## config.mk

```make
export PLATFORM = sky130hd
export DESIGN_NAME = sync_fifo
export DESIGN_NICKNAME = d
export VERILOG_FILES = /design/src/rtl/fifo_pkg.sv /design/src/rtl/fifo_mem.sv /design/src/rtl/sync_fifo.sv
export SDC_FILE = /design/constraint.sdc
export NUM_CORES = 1
export LEC_CHECK = 0
export BUFFER_PORTS_ARGS = -buffer_cell sky130_fd_sc_hd__buf_2
export CAP_MARGIN = 10
export CELL_PAD_IN_SITES_DETAIL_PLACEMENT = 1
export CELL_PAD_IN_SITES_GLOBAL_PLACEMENT = 1
export CORE_ASPECT_RATIO = 0.9
export CORE_MARGIN = 1
export CORE_UTILIZATION = 30
export CTS_CLUSTER_DIAMETER = 60
export CTS_CLUSTER_SIZE = 8
export DETAILED_ROUTE_END_ITERATION = 16
export PLACE_DENSITY = 0.56
export SLEW_MARGIN = 10
export SYNTH_ARGS = -nofsm -noshare
export SYNTH_HDL_FRONTEND = slang
export SYNTH_SLANG_ARGS = --single-unit
```

## constraint.sdc

```tcl
create_clock -name clk -period 4.1 [get_ports clk]
set_input_delay 0.82 -clock clk [delete_from_list [all_inputs] [get_ports clk]]
set_output_delay 0.82 -clock clk [all_outputs]
set_load 0.01 [all_outputs]
```

## src/rtl/fifo_pkg.sv

```systemverilog
// Shared helpers for the single-clock FIFO: width functions sized from DEPTH
// and the per-cycle operation encoding used by the occupancy logic.
package fifo_pkg;

  function automatic int ptr_width(input int depth);
    return $clog2(depth);
  endfunction

  function automatic int cnt_width(input int depth);
    return $clog2(depth) + 1;
  endfunction

  // {write accepted, read accepted}
  typedef enum logic [1:0] {
    OP_IDLE = 2'b00,
    OP_RD   = 2'b01,
    OP_WR   = 2'b10,
    OP_BOTH = 2'b11
  } op_e;

endpackage

```

## src/rtl/fifo_mem.sv

```systemverilog
// Simple dual-port storage array with a gated write port and a registered,
// enabled read port.
module fifo_mem #(
  parameter int DATA_WIDTH = 8,
  parameter int DEPTH      = 8,
  parameter int ADDR_WIDTH = 3
) (
  input  logic                  clk,
  input  logic                  rst_n,
  input  logic                  wr_en,
  input  logic [ADDR_WIDTH-1:0] wr_addr,
  input  logic [DATA_WIDTH-1:0] wr_data,
  input  logic                  rd_en,
  input  logic [ADDR_WIDTH-1:0] rd_addr,
  output logic [DATA_WIDTH-1:0] rd_data
);

  logic [DATA_WIDTH-1:0] mem [DEPTH];

  // NOTE: the array has no reset so it maps onto RAM; only the output register is reset.
  always_ff @(posedge clk) begin
    if (wr_en) mem[wr_addr] <= wr_data;
  end

  // NOTE: sequential state always uses non-blocking assignments.
  always_ff @(posedge clk or negedge rst_n) begin
    if (!rst_n)     rd_data <= '0;
    else if (rd_en) rd_data <= mem[rd_addr];
  end

endmodule

```

## src/rtl/sync_fifo.sv

```systemverilog
// Parametrised single-clock FIFO with count-based occupancy, registered flags,
// synchronous flush and sticky overflow/underflow errors.
module sync_fifo
  import fifo_pkg::*;
#(
  parameter int DATA_WIDTH = 8,
  parameter int DEPTH      = 8,
  parameter int AF_LEVEL   = DEPTH - 2,
  parameter int AE_LEVEL   = 2
) (
  input  logic                          clk,
  input  logic                          rst_n,
  input  logic                          clear,
  input  logic                          wr_en,
  input  logic [DATA_WIDTH-1:0]         wr_data,
  input  logic                          rd_en,
  output logic [DATA_WIDTH-1:0]         rd_data,
  output logic                          rd_valid,
  output logic                          full,
  output logic                          empty,
  output logic                          almost_full,
  output logic                          almost_empty,
  output logic [cnt_width(DEPTH)-1:0]   count,
  output logic                          overflow,
  output logic                          underflow
);

  localparam int PW = ptr_width(DEPTH);
  localparam int CW = cnt_width(DEPTH);

  typedef logic [PW-1:0] ptr_t;
  typedef logic [CW-1:0] cnt_t;

  ptr_t wptr, rptr;
  cnt_t count_next;
  logic wr_acc, rd_acc;
  op_e  op;

  // Acceptance uses this cycle's registered flags; a flush suppresses both ports.
  assign wr_acc = wr_en & ~full  & ~clear;
  assign rd_acc = rd_en & ~empty & ~clear;
  assign op     = op_e'({wr_acc, rd_acc});

  fifo_mem #(
    .DATA_WIDTH (DATA_WIDTH),
    .DEPTH      (DEPTH),
    .ADDR_WIDTH (PW)
  ) u_mem (
    .clk     (clk),
    .rst_n   (rst_n),
    .wr_en   (wr_acc),
    .wr_addr (wptr),
    .wr_data (wr_data),
    .rd_en   (rd_acc),
    .rd_addr (rptr),
    .rd_data (rd_data)
  );

  // NOTE: every signal driven in always_comb gets a default first, so no latch is inferred.
  always_comb begin
    count_next = count;
    if (clear) begin
      count_next = '0;
    end else begin
      unique case (op)
        OP_WR:   count_next = count + cnt_t'(1);
        OP_RD:   count_next = count - cnt_t'(1);
        default: count_next = count;
      endcase
    end
  end

  always_ff @(posedge clk or negedge rst_n) begin
    if (!rst_n) begin
      wptr         <= '0;
      rptr         <= '0;
      count        <= '0;
      full         <= 1'b0;
      empty        <= 1'b1;
      almost_full  <= 1'b0;
      almost_empty <= 1'b1;
      rd_valid     <= 1'b0;
      overflow     <= 1'b0;
      underflow    <= 1'b0;
    end else begin
      if (clear) begin
        wptr <= '0;
        rptr <= '0;
      end else begin
        if (wr_acc) wptr <= wptr + ptr_t'(1);
        if (rd_acc) rptr <= rptr + ptr_t'(1);
      end
      // Flags come from the next count so they always agree with count.
      count        <= count_next;
      full         <= (count_next == cnt_t'(DEPTH));
      empty        <= (count_next == '0);
      almost_full  <= (count_next >= cnt_t'(AF_LEVEL));
      almost_empty <= (count_next <= cnt_t'(AE_LEVEL));
      rd_valid     <= rd_acc;
      overflow     <= ~clear & (overflow  | (wr_en & full));
      underflow    <= ~clear & (underflow | (rd_en & empty));
    end
  end

endmodule

```

# After elaboration in Yosys (flattened, before gate mapping)
# Memory sizes are Yosys's and may differ from the RTL's. A register that Yosys moved wholly into a read port is not among the register bits.
# Cells that the tools add are included.
[word_totals]
register_bits = 17
ram_bits = 64
input_bits = 13
out_inout_bits = 19
word_cells = 45
n_memories = 1
[memory_table]
columns = ["name", "words", "word_bits", "read_ports", "rd_ports_with_merged_regs", "write_ports", "line_no", "text"]
rows = [
  ["u_mem.mem", 8, 8, 1, 1, 1, "fifo_mem.sv:18", "logic [DATA_WIDTH-1:0] mem [DEPTH];"],
]
[op_classes]
addsub = 4
n_lt_le_gt_ge = 2
eq_ne = 3
mux = 8
n_bitwise = 13
n_reduce_logical = 4
[ops]
columns = ["cell", "n"]
rows = [
  ["$mux 3", 4],
  ["$and 1x1->1", 8],
  ["$pmux 4 s2", 1],
  ["$add 3x1->3 const B", 2],
  ["$add 4x1->4 const B", 1],
  ["$eq 4x4->1 const B", 1],
  ["$ge 4x3->1 const B", 1],
  ["$le 4x2->1 const B", 1],
  ["$logic_not 4->1", 1],
  ["$mux 4", 1],
  ["$reduce_bool 2->1", 2],
  ["$sub 4x1->4 const B", 1],
  ["$not 1->1", 3],
  ["$eq 2x1->1 const B", 1],
  ["$eq 2x2->1 const B", 1],
  ["$mux 1", 2],
  ["$or 1x1->1", 2],
  ["$logic_not 1->1", 1],
]

# Longest topological paths before layout
[logic_depth]
word_depth = 7
depth_mapped = 10
depth_no_buf = 9

# Cells and area by module
# Synthesis repeated with hierarchy kept, for this count alone.
[unflattened]
cells_unflattened = 257
hier_area_um2 = 3774.9
[by_module_without_submodules]
columns = ["module", "instances", "cells_per_inst", "area_per_inst_um2", "seq_area_each_um2"]
rows = [
  ["fifo_mem", 1, 169, 2861.5, 2122.0],
  ["sync_fifo", 1, 88, 913.4, 427.9],
]

# Least setup slack after synthesis
# OpenSTA, ideal clock, no wires.
[synth_timing]
path_type = "input -> register"
from = "in clear"
to = "reg almost_full"
setup_time_ns = 0.119
t_arrival_ns = 2.718
required_ns = 3.981
slack_ns = 1.264
path_stages = 9
path_buffers = 3
cell_sequence = "nor3b_2 -> buf_4 -> clkbuf_1 -> ha_1 -> buf_2 -> and4b_1 -> a21oi_2 -> mux2_2 -> a21o_2"
[synth_via]
elab_chain_cells = 6
elab_cells_between_ends = 8
classes_between = "1 x order compare; 2 x eq/ne; 2 x mux; 3 x bitwise"
[synth_rtl]
columns = ["element", "line_no", "text"]
rows = [
  ["start: declaration", "sync_fifo.sv:13", "input logic clear,"],
  ["$not 1->1", "sync_fifo.sv:40, sync_fifo.sv:41", ""],
  ["$and 1x1->1, on equally long branches", "sync_fifo.sv:41, sync_fifo.sv:40", ""],
  ["$eq 2x1->1 / $eq 2x2->1 (equally long branches)", "sync_fifo.sv:65", "unique case (op)"],
  ["$pmux 4 s2", "sync_fifo.sv:65", ""],
  ["$mux 4 *", "sync_fifo.sv:62", "if (clear) begin"],
  ["via count_next[2]", "sync_fifo.sv:35", "cnt_t count_next;"],
  ["$ge 4x3->1 *", "sync_fifo.sv:97", "almost_full <= (count_next >= cnt_t'(AF_LEVEL));"],
  ["end signal: assignment", "sync_fifo.sv:97", ""],
  ["end: declaration", "sync_fifo.sv:21", "output logic almost_full,"],
]
# The timed path passes the listed nets; every way through them passes the cells marked *.
# A chain may end at the register's enable or synchronous reset.

# Worst setup path after layout
# Same ends and word-level chain as after synthesis.

==> results.md <==
* Status: completed
* P per Cell Area at just under 500 nW/um^2
* IO Pins at 32
* Worst vdd ir at 0.223 mV
* Skew-Pair Late Insertion Delay at around 0.34 ns
* Part of the power in registers at 0.519
* CTS HTree Levels at 3
* Worst slew margin at 0.331
* TNS Setup at 0 ns
* CP Data Required Time at 4.32 ns
* Tot GR Track Use at 0.124
* Fillers at around 1200
* Max Root-Sink Buffers at 2
* Compound-Gate Fraction of Synth Area at 0.0372
* Initial antenna violation count at 0
* Arr. time, crit path at about 3.0 ns
* CP startpoint: clear
* RSZ-0062 raised after global routing: false
* Nets@finish at 270
* Final ANT Viol Nets at 0
* Worst Skew at 0.0108 ns
* Synth Net Count at approximately 240
* Simple-Gate Fraction of Synth Area at 0.0710
* Element type at the critical path end: flop
* Drt initial violations at 79
* Most common flop cell mapped by yosys: edfxtp_1
* Netlist cell types at 36
* Die H at between 100 and 150 um
* Most common cell after layout, fill and taps aside: edfxtp_1
* Die area at 12500 sq um
* Clk network pwr share at 0.379
* P&R area growth vs syn at 16.4%
* Syn Std Cell Area at ~3600 sq um
* Ys Warns at 0
* Xor and xnor area share after synthesis at 0.0193
* Final instance area at ~4200 sq um
* Core area at between 10000 and 15000 sq um
* Ys async rst share at 0.281
* Hold WS at 0.485 ns
* PortBufs at 31
* Wire length per cell at around 17 um
* # resized after CTS at 0
* Number of flops mapped to enable cells by yosys at 64
* Multiplexer share of the synthesized area at 0.134
* Endpoints failing hold at 0
* P_sw at roughly 510 uW
* N_diodes at 0
* Clk root buf: clkbuf_16
* Seq/Total Area, Yosys at 0.703
* Gate power share at 0.102
* Final Core Density at 0.364
* #FFs+latches synth at between 80 and 90
* Largest net degree at the start of global routing at 26
* DRC at 0
* Post-route setup slack at ~1.4 ns
* Largest family of logic cells by synthesized area: multiplexers
* Setup bufs post-CTS at 0
* DR pass1 iterations at 4
* Adder-Cell Fraction of Synth Area at 0.0138
* Worst-Margin Slew at between 1 and 1.5 ns
* Post-CTS Hold Buffers at 0
* Grt ovf at 0
* Clock tree sinks at just under 90
* Fin crit share at 0.670
* Layout cells sized above 1 at 0.295
* Post-Place Worst Slack at between 0.9 and 1 ns
* Minimum clock period at between 2 and 3 ns
* Max frequency at around 360 MHz
* Worst hold path type: in2async
* Cells after Synth at ~220
* CTS tree: built
* Num rows at 37
* Slew Viols, Final at 0
* Die Wd at around 120 um
* Via count at about 1900
* Internal power consumption at 1540 uW
* Clk pin slew, worst setup/hold paths at 0.07 ns
* CP cell instances: buf_2, nor3b_2, nand2_1, xnor2_1, ha_1, a21oi_1, and4b_1, a21oi_2, mux2_2, a21o_2
* Starting Density at 0.312
* Number of CTS-inserted buffers at 9
* Vias per inst at between 4 and 5
* Detail Placement HPWL at between 4000 and 5000 um
* Number of max-cap violations at 0
* Setup Viol. Count Final at 0
* Crit Reg-Reg Startpoint: full$_DFF_PN0_
* Vias in the first global route at 2037
* Max FO, Critical Path at 20
* Switch share at 0.248
* Startpoint types: input port
* Slowest cell on crit path: nor3b_2
* Static leakage at 0.00149 uW
* Crit path largest cell delay at 0.39 ns
* First-pass GRT wire length at ~11000 um
* Dpl cell area at 3950 sq um
* Most frequent cells in the layout: edfxtp_1 (64), buf_2 (31), nor2_1 (30)
* Final WL at roughly 7000 um
* Placer congestion estimate at roughly 0.70
* Critical path class: in2reg
* Syn avg cell area at about 17 sq um
-- power groups by stage --
stage	registers [uW]	clock network, uW	logic, uW
6_report	1060	773	209
5_1_grt	1070	831	234
4_1_cts	1060	792	213
3_5_place_dp	1080	0	212
3_3_place_gp	1080	0	209
2_1_floorplan	1090	0	119
-- area by class of cell --
class / count / area [sq um] / share of cell area
Sequential cell: 89 / 2550 / 0.604
Multi-Input combinational cell: 114 / 1000 / 0.237
Clock buffer: 10 / 229 / 0.0542
Tap cell: 156 / 195 / 0.0462
Timing Repair Buffer: 35 / 185 / 0.0438
Clock inverter: 6 / 50.0 / 0.0118
Inverter: 4 / 15.0 / 0.00355
-- state kept, by name, summed over array words and instances, names as in the netlist --
register       cells
empty              1
u_mem.rd_data      8
overflow           1
u_mem.mem         64
almost_empty       1
underflow          1
full               1
rd_valid           1
wptr               3
almost_full        1
rptr               3
count              4
-- cell usage after synthesis (2+ instances only) --
cell type	n	area share
nor3b_1	2	0.0041
xor2_1	4	0.0097
nor3_1	2	0.0028
buf_4	2	0.0041
nor2_1	30	0.031
a21oi_2	2	0.0048
a21oi_1	14	0.019
mux4_2	16	0.099
dfstp_2	2	0.014
xnor2_1	4	0.0097
edfxtp_1	64	0.53
dfrtp_1	23	0.16
inv_1	4	0.0041
nand2b_1	4	0.0069
nor2b_1	2	0.0034
ha_1	4	0.014
buf_2	4	0.0055
o21ai_0	2	0.0028
nand2_1	5	0.0052
mux2i_1	10	0.028
clkbuf_1	4	0.0041
-- through the flow --
step,std cells,power (uW)
finish,414,2040
global route,414,2140
floorplan,219,1210
global placement,398,1290
detailed placement,398,1290
CTS,414,2070
-- critical path: cells and delay by family --
kind	cells	cell delay, ns
and+or+nand+nor	3	0.77
AOI/OAI and AO/OA	3	0.41
muxes	1	0.39
buffers and inverters	1	0.23
xor gates and xnor gates	1	0.18
adders and majority gates	1	0.16
-- per-layer routing --
metal	wire (um)	global-route usage	share of wire	up-vias
met5	0	0	0	-
met4	106	0.0495	0.015	0
met3	186	0.0295	0.027	9
met2	3130	0.187	0.45	32
met1	3540	0.173	0.51	964
li1	-	-	-	889
-- path summary, 6_finish.rpt --
kind	endpoint	slack (ns)	cells after the start
hold / removal	count[1]$_DFF_PN0_	0.48	1
max in group asynchronous	u_mem.rd_data[2]$_DFFE_PN0P_	3.23	1
setup / recovery	almost_full$_DFF_PN0_	1.35	10
min in group clk	underflow$_DFF_PN0_	0.50	2
hold reg to reg	underflow$_DFF_PN0_	0.50	2
setup reg to reg	almost_full$_DFF_PN0_	1.58	8
-- cell families (layout without fill, tap and decap cells) --
logic type	after synthesis	count (layout)
mux	28	28
compound gates	22	22
xor+xnor	8	8
flops	89	89
simple gates	52	52
fa+ha+maj	4	4
buf+inv	16	55
(Power assumes the default switching activity.)
